### src/rtl/seq_pkg.sv
// Shared types and constants for the exhaustive vector sequencer.
// The signature path (seq_misr) is only built when SEQ_SIGNATURE_EN is defined.
package seq_pkg;

    typedef enum logic [2:0] {
        StIdle,
        StSettle,
        StCapture,
        StEmit,
        StDone
    } seq_state_e;

    localparam logic [31:0] MisrPoly = 32'h04C1_1DB7;
    localparam logic [31:0] MisrSeed = 32'hFFFF_FFFF;

    // Widest record the sequencer can produce; instances use the low bits.
    localparam int unsigned RecVecW  = 16;
    localparam int unsigned RecRespW = 32;

    typedef struct packed {
        logic [RecVecW-1:0]  vec;
        logic [RecRespW-1:0] resp;
        logic                last;
    } seq_rec_t;

    // One MISR step: shift left, fold in the polynomial on carry-out, xor the data word.
    function automatic logic [31:0] misr_step(input logic [31:0] cur, input logic [31:0] data);
        return {cur[30:0], 1'b0} ^ (cur[31] ? MisrPoly : 32'h0) ^ data;
    endfunction

endpackage

### src/rtl/seq_misr.sv
// 32-bit multiple-input signature register. clear reseeds, enable folds in data.
module seq_misr
    import seq_pkg::*;
(
    input  logic        CK,
    input  logic        reset,
    input  logic        clear,
    input  logic        enable,
    input  logic [31:0] data,
    output logic [31:0] sig
);

    logic [31:0] sig_q;
    logic [31:0] sig_d;

    // Next signature: clear wins over enable.
    always_comb begin
        sig_d = sig_q;
        if (clear) begin
            sig_d = MisrSeed;
        end else if (enable) begin
            sig_d = misr_step(sig_q, data);
        end
    end

    // Signature register.
    always_ff @(posedge CK or negedge reset) begin
        if (!reset) begin
            sig_q <= MisrSeed;
        end else begin
            sig_q <= sig_d;
        end
    end

    assign sig = sig_q;

endmodule

### src/rtl/exhaustive_vector_sequencer.sv
// Exhaustive stimulus sequencer: walks vec_out through 0..2^N_IN-1, waits SETTLE cycles per
// vector, samples resp_in and offers {vector, response} records on a valid/ready handshake.
// Optional: SEQ_SIGNATURE_EN adds a MISR over accepted responses and the sig output.
module exhaustive_vector_sequencer
    import seq_pkg::*;
#(
    parameter int unsigned N_IN   = 5,
    parameter int unsigned N_OUT  = 1,
    parameter int unsigned SETTLE = 1
) (
    input  logic             CK,
    input  logic             reset,
    input  logic             start,
    input  logic             abort,
    output logic [N_IN-1:0]  vec_out,
    input  logic [N_OUT-1:0] resp_in,
    output logic             rec_valid,
    input  logic             rec_ready,
    output logic [N_IN-1:0]  rec_vec,
    output logic [N_OUT-1:0] rec_resp,
    output logic             rec_last,
    output logic             busy,
    output logic             done
`ifdef SEQ_SIGNATURE_EN
    ,
    output logic [31:0]      sig
`endif
);

    localparam logic [7:0] SettleLast = 8'(SETTLE - 1);

    seq_state_e       state_q, state_d;
    logic [N_IN-1:0]  vec_q, vec_d;
    logic [7:0]       cnt_q, cnt_d;
    logic [N_IN-1:0]  rvec_q, rvec_d;
    logic [N_OUT-1:0] rresp_q, rresp_d;
    logic             rlast_q, rlast_d;

    // Next-state and datapath updates; abort freezes the datapath and forces IDLE.
    always_comb begin
        state_d = state_q;
        vec_d   = vec_q;
        cnt_d   = cnt_q;
        rvec_d  = rvec_q;
        rresp_d = rresp_q;
        rlast_d = rlast_q;
        unique case (state_q)
            StIdle: begin
                if (start) begin
                    vec_d   = '0;
                    cnt_d   = '0;
                    state_d = StSettle;
                end
            end
            StSettle: begin
                if (cnt_q == SettleLast) begin
                    cnt_d   = '0;
                    state_d = StCapture;
                end else begin
                    cnt_d = cnt_q + 8'd1;
                end
            end
            StCapture: begin
                rvec_d  = vec_q;
                rresp_d = resp_in;
                rlast_d = (vec_q == '1);
                state_d = StEmit;
            end
            StEmit: begin
                if (rec_ready) begin
                    if (rlast_q) begin
                        state_d = StDone;
                    end else begin
                        vec_d   = vec_q + N_IN'(1);
                        cnt_d   = '0;
                        state_d = StSettle;
                    end
                end
            end
            StDone: begin
                state_d = StIdle;
            end
            default: begin
                state_d = StIdle;
            end
        endcase
        if (abort) begin
            state_d = StIdle;
            vec_d   = vec_q;
            cnt_d   = cnt_q;
            rvec_d  = rvec_q;
            rresp_d = rresp_q;
            rlast_d = rlast_q;
        end
    end

    // State and record registers.
    always_ff @(posedge CK or negedge reset) begin
        if (!reset) begin
            state_q <= StIdle;
            vec_q   <= '0;
            cnt_q   <= '0;
            rvec_q  <= '0;
            rresp_q <= '0;
            rlast_q <= 1'b0;
        end else begin
            state_q <= state_d;
            vec_q   <= vec_d;
            cnt_q   <= cnt_d;
            rvec_q  <= rvec_d;
            rresp_q <= rresp_d;
            rlast_q <= rlast_d;
        end
    end

    // Outputs decode from registered state only, so rec_ready never reaches them directly.
    assign vec_out   = vec_q;
    assign rec_vec   = rvec_q;
    assign rec_resp  = rresp_q;
    assign rec_last  = rlast_q;
    assign rec_valid = (state_q == StEmit);
    assign busy      = (state_q != StIdle);
    assign done      = (state_q == StDone);

`ifdef SEQ_SIGNATURE_EN
    logic        misr_clear;
    logic        misr_en;
    logic [31:0] misr_data;

    assign misr_clear = (state_q == StIdle) && start && !abort;
    assign misr_en    = (state_q == StEmit) && rec_ready && !abort;

    // Zero-extend the accepted response to the MISR width.
    always_comb begin
        misr_data            = '0;
        misr_data[N_OUT-1:0] = rresp_q;
    end

    seq_misr u_misr (
        .CK     (CK),
        .reset  (reset),
        .clear  (misr_clear),
        .enable (misr_en),
        .data   (misr_data),
        .sig    (sig)
    );
`endif

endmodule

### config.mk
export PLATFORM = sky130hd
export DESIGN_NAME = exhaustive_vector_sequencer
export DESIGN_NICKNAME = d
export VERILOG_FILES = /design/src/rtl/seq_pkg.sv /design/src/rtl/seq_misr.sv /design/src/rtl/exhaustive_vector_sequencer.sv
export SDC_FILE = /design/constraint.sdc
export NUM_CORES = 1
export LEC_CHECK = 0
export BUFFER_PORTS_ARGS = -buffer_cell sky130_fd_sc_hd__buf_2
export CAP_MARGIN = 20
export CORE_MARGIN = 5
export CORE_UTILIZATION = 54
export DETAILED_ROUTE_END_ITERATION = 12
export GPL_TIMING_DRIVEN = 0
export PLACE_DENSITY_LB_ADDON = 0.15
export SYNTH_ARGS = -nofsm -noshare
export SYNTH_HDL_FRONTEND = slang
export SYNTH_SLANG_ARGS = --single-unit
### constraint.sdc
create_clock -name CK -period 2.33 [get_ports CK]
set_clock_uncertainty 0.2 [all_clocks]
set_input_delay 0.3495 -clock CK [delete_from_list [all_inputs] [get_ports CK]]
set_output_delay 0.3495 -clock CK [all_outputs]
set_load 0.01 [all_outputs]
After elaboration in Yosys (flattened, before gate mapping)
Index checks and enable logic that the tools add are counted.
- add/subtract/negate cells: 2
- eq/ne operators: 11
- multiplexer cells: 15
- bitwise logic cells: 1
- reductions and logical operators: 9
- operators with widths (operator ; number):
    $mux 8 ; 4
    $pmux 8 s3 ; 1
    $mux 3 ; 5
    $mux 5 ; 3
    $pmux 3 s4 ; 1
    $pmux 5 s2 ; 1
    $reduce_and 5->1 ; 2
    $add 8x1->8 const B ; 1
    $logic_not 8->1 ; 1
    $eq 3x2->1 const B ; 2
    $ne 3x3->1 const B ; 2
    $reduce_bool 3->1 ; 2
    $add 5x1->5 const B ; 1
    $eq 5x5->1 const B ; 1
    $ne 2x2->1 const B ; 2
    $eq 3x1->1 const B ; 1
    $eq 3x3->1 const B ; 1
    $logic_not 3->1 ; 1
    $ne 3x2->1 const B ; 1
    $reduce_and 3->1 ; 1
    $ne 2x1->1 const B ; 1
    $reduce_and 2->1 ; 1
    $reduce_bool 2->1 ; 1
    $not 1->1 ; 1
- flip-flop bits (word level): 23
- input bits: 6
- output and inout port bits: 15
- word-level logic and storage cells: 44

Longest topological paths before layout
Gate-level depths: netlist of the first run.
- depth after elaboration: 4
- gate-level depth with buffers: 6
- depth with buffers taken out: 6

Worst setup path before layout of the first run
OpenSTA, ideal clock, no wires.
- path kind: register -> register
- from: register cnt_q[0]
- to: register state_q[0]
- setup time: 0.077 ns
- arrival time: 1.508 ns
- required time: 2.053 ns
- setup slack: 0.544 ns
- stages on the path, launching flop included: 7
- path buffers: 0
- clock period less this slack: 1.786 ns
- cells stage by stage: dfrtp_1 > inv_1 > ha_1 > nor4b_4 > a21oi_2 > or4b_1 > a21oi_1
- cells in the longest elaborated chain, start to end: 3
- ends and longest elaborated chain (what ; RTL line ; text):
    start: declaration ; exhaustive_vector_sequencer.sv:34 ; logic [7:0] cnt_q, cnt_d;
    start signal: assignment ; exhaustive_vector_sequencer.sv:109 ; cnt_q <= cnt_d;
    $logic_not 8->1 ; exhaustive_vector_sequencer.sv:56 ; if (cnt_q == SettleLast) begin
    $ne 3x3->1 (no line) ; -- ;
    $reduce_and 3->1 (no line) ; -- ;
    end signal: assignment ; exhaustive_vector_sequencer.sv:100 ; state_q <= StIdle;
    end signal: assignment ; exhaustive_vector_sequencer.sv:107 ; state_q <= state_d;
    end: declaration ; exhaustive_vector_sequencer.sv:32 ; seq_state_e state_q, state_d;
No other way between the ends.
A chain may end at the register's enable or synchronous reset.

Worst setup path after layout of the first run
- from: register state_q[1]
- to: register cnt_q[3]
- cells in the longest elaborated chain, start to end: 3
- elaborated cells on any way between the ends: 9
- classes of those cells: eq/ne: 5; mux: 1; reduce/logical: 3
- ends and longest elaborated chain (what ; RTL line ; text):
    $eq 3x2->1, or another cell as far along ; exhaustive_vector_sequencer.sv:47 ; unique case (state_q)
    $ne 2x2->1 (no line), or another cell as far along ; -- ;
    $reduce_and 5->1 (no line) ; -- ;
Several ways; a longest one is shown, not always the timed one.

==> reports/qor.yml, run 1 <==
cells_and_area:
  fillers: 186
  nNetsFinal: 152
  area_growth_pct: 14.0
  multi_input_area_sq_um: 616
  final_area_sq_um: 1400
  layout-drive-gt1-share_pct: 28.4
  num_antenna_cells: 0
  regArea_sq_um: 576
logic_synthesis:
  synth_seq_cells: 23
  ys.warnings.count: 0
  synth_area_leaders: "dfrtp_1 47%, mux2_2 6.4%, o21ai_0 4.5%"
  syn_nets: 126
  synth_commonest_cells: "23 x dfrtp_1, 11 x nand2_1, 11 x o21ai_0, 7 x mux2_2, 7 x nor2_1"
  synth_edf_count: 0
  synth_cells: 116
  synth_top_cell_area_share_pct: 46.7
  syn-cell-area_sq_um: 1230
  synth_flop_cell: "dfrtp_1"
  synth.most_common_cell: "dfrtp_1"
  synthDistinctLibCells: 37
  postSynthAreaPerCell_sq_um: 10.6
  ys_seq_area_share_pct: 46.7
  yosys.area.top_type: "dfrtp_1"
  synthArstFlopShare_pct: 100
setup_path:
  criticalPathCategory: "flip-flop to flip-flop"
  crit_end: "cnt_q[3]"
  cp-startpoint: "state_q[1]"
  r2r_start: "state_q[1]"
  r2r-end: "cnt_q[3]"
  cp_data_arrival_time_ns: 1.99
  cp_max_fo: 10
  reg2reg_depth: 5
  cp.required_ns: 2.36
  ff2ff_setup_slack_ns: 0.37
  critPathCaptureType: "flip-flop"
  crit_path_start_kind: "flip-flop"
clock_network:
  clk_path_buf_depth: 2
  cts_tree: "done"
  clock_latency_ns: 0.32
  clk_pin_slew_worst_paths_ns: 0.13
  cts_buffers: 3
  htreeDepth: 1
  clock-root-buffer: "clkbuf_4"
  clock-sinks: 23
  post_cts_buffers: 0
drt:
  drc_errors: 0
  met2WireLength_mm: 1.22
  maxUsedRoutingLayer: "met4"
  wirelength_met1_mm: 1.09
  wl_per_cell_microns: 14.3
  vias: 959
  wl_met3_microns: 80
  via_per_inst: 5.67
  drt_iter0_markers: 16
  drtPass1Iterations: 4
  wl_mm: 2.43
  drtAntennaViolNets: 0
sta:
  fin_tns_setup_ns: 0
  post-route-min-period_ns: 1.96
  rsz0062_at_grt: "false"
  fmax_mhz: 511
  slew_viol_final: 0
  whs_ns: 0.0522
  post-route-period-util_pct: 84.0
  max_slew.worst_pin.slew_ns: 0.622
  slew_headroom_pct: 58.2
  hold_viol_final: 0
  setup_viol_count_final: 0
  fin_ws_ns: 0.372
floorplanning:
  start_util_pct: 56.2
  ios: 21
  die_area_sq_um: 3340
  chipHeight_microns: 57.8
  fp.coreArea_sq_um: 2190
  placementRows: 17
  die_w_microns: 57.8
flow_run:
  drv_cap: 0
global_routing:
  grt_antenna_before_repair: 0
  grt_max_degree: 24
  grt_pass1_vias: 1024
  grt_pass1_wl_mm: 4.57
  grt_use_total_pct: 17.2
  grt.overflow.total: 0
placement:
  place.gp.congestion: 0.723
  dpl-instance-area_sq_um: 1370
  dpl.hpwl_mm: 1.77
  post-place-ws_ns: 0.388
  port_buffers: 20
hold_path:
  hp-class: "primary input to flip-flop"
power_and_ir_drop:
  power_density_nw_per_um2: 635
  p_leak_nw: 0.686
  irDropWorstVdd_mv: 0.484
  finalPower_mw: 0.891
run_status:
  outcome: "finished, final reports clean"
==> final cells by class <==
class / instances / area share [%]
Buffer: 3 / 1.52
Timing Repair Buffer: 21 / 7.84
Sequential cell: 23 / 41.0
Clock buffer: 3 / 1.60
Inverter: 5 / 1.34
Tap cell: 28 / 2.50
Clock inverter: 1 / 0.357
Multi-Input combinational cell: 85 / 43.9
==> critical path, cell delays in order (launching register included) <==
cell and delay, ns:
dfrtp_1 0.38, buf_2 0.17, or3b_4 0.41, a21oi_2 0.24, nand2b_1 0.19, o311ai_2 0.28
==> where the power goes <==
part / internal [mW] / switching, mW
combinational: 0.109 / 0.135
sequential: 0.431 / 0.0246
clock: 0.0644 / 0.126
==> what timing repair did <==
item	in CTS	in global routing
hold endpoints to repair	23	0
resized for setup	0	0
hold buffers	1	0
==> flip-flops by register name (all words and copies together), names as in the netlist <==
name and count:
rec_last 1, rec_resp 1, state_q 3, vec_out 5, rec_vec 5, cnt_q 8
==> cell families (layout without fill, tap and decap cells) <==
logic type | count (synthesis) | count (layout) | synth area share (%)
simple gates | 41 | 41 | 20.5
compound gates | 30 | 30 | 16.9
flops | 23 | 23 | 46.7
buf+inv | 8 | 33 | 3.25
mux | 7 | 7 | 6.40
fa+ha+maj | 4 | 4 | 4.07
xor+xnor | 3 | 3 | 2.13
==> per-stage QoR <==
stage	cells	utilization [%]
finish	169	64.1
floorplan	116	-
CTS	169	64.1
global route	169	64.1
detailed placement	164	62.4
global placement	164	62.4
==> worst min-delay path by stage <==
stage / cells after the start / end / from
CTS: 2 / rec_resp / resp_in
finish: 2 / state_q[0] / abort
global route: 2 / state_q[0] / abort
detailed placement: 1 / cnt_q[1] / reset
floorplan: 0 / cnt_q[0] / reset
global placement: 1 / state_q[1] / reset
==> cells in the final DEF (no fill, tap or decap), drive strengths merged, types with 2 or more instances in the layout <==
master and instances:
a22o 4, or3 2, clkbuf 3, o31ai 3, xnor2 3, o21ai 12
nor2 7, buf 23, mux2 7, nor3 3, and3b 2, nand3 4
a211oi 2, o21a 2, inv 5, nand2 11, dfrtp 23, a21oi 3
ha 4
==> metal layers <==
layer  vias up  track usage [%]
met5         -                0
met4         0             6.29
met3         2             2.67
met2        16             28.9
met1       469             22.4
li1        472                -
Power figures use the tool's default switching activity.
==> run 2: changes to the inputs <==
clock period = 2.05 ns   (was 2.33 ns; I/O delays follow)
==> reports/qor.yml, run 2 (same netlist as run 1, synthesis figures left out) <==
run_status:
  outcome: "finished, final reports clean"
cells_and_area:
  largest_reg_flops: 8
  area_growth_pct: 15.5
  layout-drive-gt1-share_pct: 29.6
  final_cells: 170
  final_area_sq_um: 1420
  layout_common_cells: "23 x dfrtp_1, 22 x buf_2, 11 x nand2_1, 11 x o21ai_0"
  mostFrequentLayoutCell: "dfrtp_1"
  nNetsFinal: 153
  top_register: "cnt_q"
  num_antenna_cells: 0
  postLayoutCoreUtil_pct: 64.9
floorplanning:
  placementRows: 17
  start_util_pct: 56.2
  ios: 21
  chipHeight_microns: 57.8
  die_area_sq_um: 3340
  die_w_microns: 57.8
  fp.coreArea_sq_um: 2190
power_and_ir_drop:
  p_clk_share_pct: 21.0
  finalPower_mw: 1.03
  power_density_nw_per_um2: 721
  p_leak_nw: 0.693
  combinationalPowerShare_pct: 28.6
  seq_power_share_pct: 50.4
  p_switching_mw: 0.332
  intPower_mw: 0.693
  p_sw_share_pct: 32.3
  irDropWorstVdd_mv: 0.549
placement:
  placed_cells: 164
  port_buffers: 20
  post-place-ws_ns: 0.108
  place.gp.congestion: 0.723
  dpl-instance-area_sq_um: 1370
  dpl.hpwl_mm: 1.77
drt:
  wirelength_met1_mm: 1.10
  wl_per_cell_microns: 14.4
  maxUsedRoutingLayer: "met4"
  drtAntennaViolNets: 0
  met2WireLength_mm: 1.25
  drtPass1Iterations: 4
  drt_iter0_markers: 30
  drc_errors: 0
  vias: 962
  via_per_inst: 5.66
  wl_mm: 2.46
  wl_met3_microns: 71
global_routing:
  grt_pass1_vias: 1024
  grt_antenna_before_repair: 0
  grt_use_total_pct: 17.2
  grt_pass1_wl_mm: 4.57
  grt_max_degree: 24
  grt.overflow.total: 0
setup_path:
  cp_cell_sequence: "nor3_1, a21oi_4, or4b_1, a21oi_1"
  cp_slowest_cell: "nor3_1"
  criticalPathCategory: "flip-flop to flip-flop"
  cp_max_fo: 6
  critPathCaptureType: "flip-flop"
  crit_path_start_kind: "flip-flop"
  reg2reg_depth: 4
  cp.required_ns: 2.11
  cp_data_arrival_time_ns: 2.01
  max_stage_delay_ns: 0.49
sta:
  setup_viol_count_final: 0
  fmax_mhz: 513
  fin_ws_ns: 0.0991
  slew_headroom_pct: 62.0
  post-route-min-period_ns: 1.95
  post-route-period-util_pct: 95.2
  slew_viol_final: 0
  max_slew.worst_pin.slew_ns: 0.566
  whs_ns: 0.0123
  rsz0062_at_grt: "true"
  fin_tns_setup_ns: 0
  hold_viol_final: 0
hold_path:
  hp-class: "primary input to flip-flop"
  holdPathStages: 2
clock_network:
  clock-sinks: 23
  clock_latency_ns: 0.32
  clk_pin_slew_worst_paths_ns: 0.13
  cts_buffers: 3
  clock-root-buffer: "clkbuf_4"
  clk_path_buf_depth: 2
  htreeDepth: 1
  cts_tree: "done"
flow_run:
  drv_cap: 0
## run 2: layout make-up
type	count	area, sq um
buffer	3	21.3
clock buffer	3	22.5
clock inverter	1	5.00
fill	186	768
inverter	5	18.8
multi-input combinational	85	627
sequential	23	576
tap	28	35.0
timing repair buffer	22	118
## run 2: worst max-delay path, delay by kind of cell, from the launching register on
family | cells | cell delay, ns
AND/OR/NAND/NOR | 2 | 0.97
AO/OA/AOI/OAI | 2 | 0.28
flip-flops | 1 | 0.44
## run 2: per-layer routing
layer | track usage (%) | vias to the layer above
met5 | 0 | -
met2 | 28.9 | 14
li1 | - | 475
met3 | 2.67 | 2
met4 | 6.29 | 0
met1 | 22.4 | 471
## run 2: path summary, 6_finish.rpt
check                            from    endpoint  slack, ns
setup / recovery             cnt_q[5]  state_q[0]        0.1
hold / removal                  abort  state_q[0]       0.01
setup reg to reg             cnt_q[5]  state_q[0]        0.1
hold reg to reg            rec_vec[1]  rec_vec[1]       0.32
max in group asynchronous       reset  vec_out[3]       1.04
min in group asynchronous       reset    cnt_q[1]       0.27
## run 2: timing repair
| item | CTS | global route |
|---|---|---|
| setup buffers | 0 | 1 |
| setup endpoints to repair | 0 | 3 |
| gates resized for setup | 0 | 2 |
| hold endpoints to repair | 23 | 0 |
| hold buffers | 1 | 0 |
## run 2: power by group through the flow
| stage | sequential [mW] | combinational [mW] | clock, mW |
|---|---|---|---|
| final | 0.516 | 0.293 | 0.215 |
| after floorplan | 0.535 | 0.184 | 0 |
| after global routing | 0.523 | 0.331 | 0.249 |
| after detailed placement | 0.527 | 0.280 | 0 |
| after CTS | 0.518 | 0.283 | 0.228 |
| after global placement | 0.526 | 0.271 | 0 |
==> run 3: changes to the inputs <==
CORE_UTILIZATION = 40   (was 54)
==> reports/qor.yml, run 3 (same netlist as run 1, synthesis figures left out) <==
global_routing:
  grt_antenna_before_repair: 0
  grt_use_total_pct: 12.9
  grt_pass1_wl_mm: 4.34
  grt_pass1_vias: 990
  grt.overflow.total: 0
  grt_max_degree: 24
drt:
  drtAntennaViolNets: 0
  vias: 970
  via_per_inst: 5.45
  drc_errors: 0
  wl_mm: 2.53
  drt_iter0_markers: 69
  drtPass1Iterations: 4
  wl_per_cell_microns: 14.2
floorplanning:
  placementRows: 20
  die_w_microns: 65.5
  start_util_pct: 41.0
  die_area_sq_um: 4290
  ios: 21
  fp.coreArea_sq_um: 3000
  chipHeight_microns: 65.5
clock_network:
  cts_buffers: 3
  clock_latency_ns: 0.31
  clock-sinks: 23
  clk_pin_slew_worst_paths_ns: 0.12
  cts_tree: "done"
  htreeDepth: 1
  clock-root-buffer: "clkbuf_4"
  clk_path_buf_depth: 2
placement:
  post-place-ws_ns: 0.109
  dpl.hpwl_mm: 1.79
  place.gp.congestion: 0.808
  port_buffers: 20
  dpl-instance-area_sq_um: 1370
  placed_cells: 169
setup_path:
  critical_path.top_delay_family: "simple AND/OR/NAND/NOR gates"
  criticalPathCategory: "flip-flop to flip-flop"
  worst-path-buf-inv: 0
  ff2ff_setup_slack_ns: 0.04
  critPathCaptureType: "flip-flop"
  max_stage_delay_ns: 0.56
  crit_path_start_kind: "flip-flop"
  cp_max_fo: 5
  cp_slowest_cell: "nor3_1"
  cp_cell_sequence: "nor3_1, a21oi_4, or4b_4, a21oi_2"
  cp.required_ns: 2.10
  cp_data_arrival_time_ns: 2.06
cells_and_area:
  area_growth_pct: 18.4
  final_area_sq_um: 1460
  num_antenna_cells: 0
  top_register: "cnt_q"
  layout_common_cells: "23 x dfrtp_1, 22 x buf_2, 11 x nand2_1, 11 x o21ai_0"
  final_cells: 178
  layout-drive-gt1-share_pct: 31.7
  largest_reg_flops: 8
  fillers: 299
  nNetsFinal: 156
  mostFrequentLayoutCell: "dfrtp_1"
sta:
  post-route-period-util_pct: 98.1
  max_slew.worst_pin.slew_ns: 0.631
  slew_headroom_pct: 57.6
  fin_ws_ns: 0.0392
  setup_viol_count_final: 0
  rsz0062_at_grt: "true"
  fmax_mhz: 497
  slew_viol_final: 0
  post-route-min-period_ns: 2.01
  whs_ns: 0.0227
  hold_viol_final: 0
hold_path:
  hp-class: "primary input to flip-flop"
power_and_ir_drop:
  p_leak_nw: 0.707
  power_density_nw_per_um2: 710
  irDropWorstVdd_mv: 0.535
run_status:
  outcome: "finished, final reports clean"
flow_run:
  drv_cap: 0
## run 3: cell count changes in the layout (fill, tap and decap cells not counted)
cell / change
a21oi_1: -1
a21oi_2: +1
buf_4: +3
clkbuf_1: +1
clkinv_2: -1
or4b_1: -1
or4b_4: +1
## run 3: final timing paths
kind	start	cells after the start	to
min reg2reg	rec_resp	1	rec_resp
min in group asynchronous	reset	2	cnt_q[7]
min	abort	2	state_q[0]
max reg2reg	cnt_q[5]	4	state_q[0]
max in group asynchronous	reset	2	state_q[2]
max	cnt_q[5]	4	state_q[0]
## run 3: worst reg2reg max path: cells and delay by family, from the launching register on
kind	cells	cell delay, ns
simple gates	2	1.07
flops	1	0.44
compound gates	2	0.26
## run 3: routing by layer
layer	wire (microns)	GRT usage, %	vias up	share of wire (%)
met5	0	0	-	0
met4	18	3.11	0	0.71
met3	132	4.27	2	5.2
met2	1250	21.0	18	49
met1	1130	16.5	466	45
li1	-	-	484	-
## run 3: metrics by stage
| stage | power (mW) | TNS [ns] | util (%) |
|---|---|---|---|
| finish | 1.03 | 0 | 48.5 |
| global route | 1.11 | -0.0611 | 48.5 |
| CTS | 1.02 | 0 | 46.9 |
| detailed placement | 0.808 | 0 | 45.7 |
| global placement | 0.802 | 0 | 45.7 |
| floorplan | 0.719 | 0 | - |
## run 3: area by class of cell
cell class	count	area (sq um)	share of cell area, %
Timing Repair Buffer	25	140	9.61
Tap cell	33	41.3	2.83
Buffer	3	21.3	1.46
Multi-Input combinational cell	85	634	43.5
Inverter	5	18.8	1.29
Clock buffer	4	26.3	1.80
Sequential cell	23	576	39.5
## run 3: report_power, final
| group | switching (mW) | internal, mW | leakage (nW) |
|---|---|---|---|
| clock network | 0.131 | 0.0758 | 0.0150 |
| logic | 0.166 | 0.144 | 0.375 |
| registers | 0.0278 | 0.490 | 0.316 |
## run 3: repair_timing
item | CTS | global route
gates resized for setup | 0 | 4
hold buffers | 1 | 0
endpoints found under the setup margin | 0 | 4
hold endpoints to repair | 23 | 0
setup buffers | 0 | 4
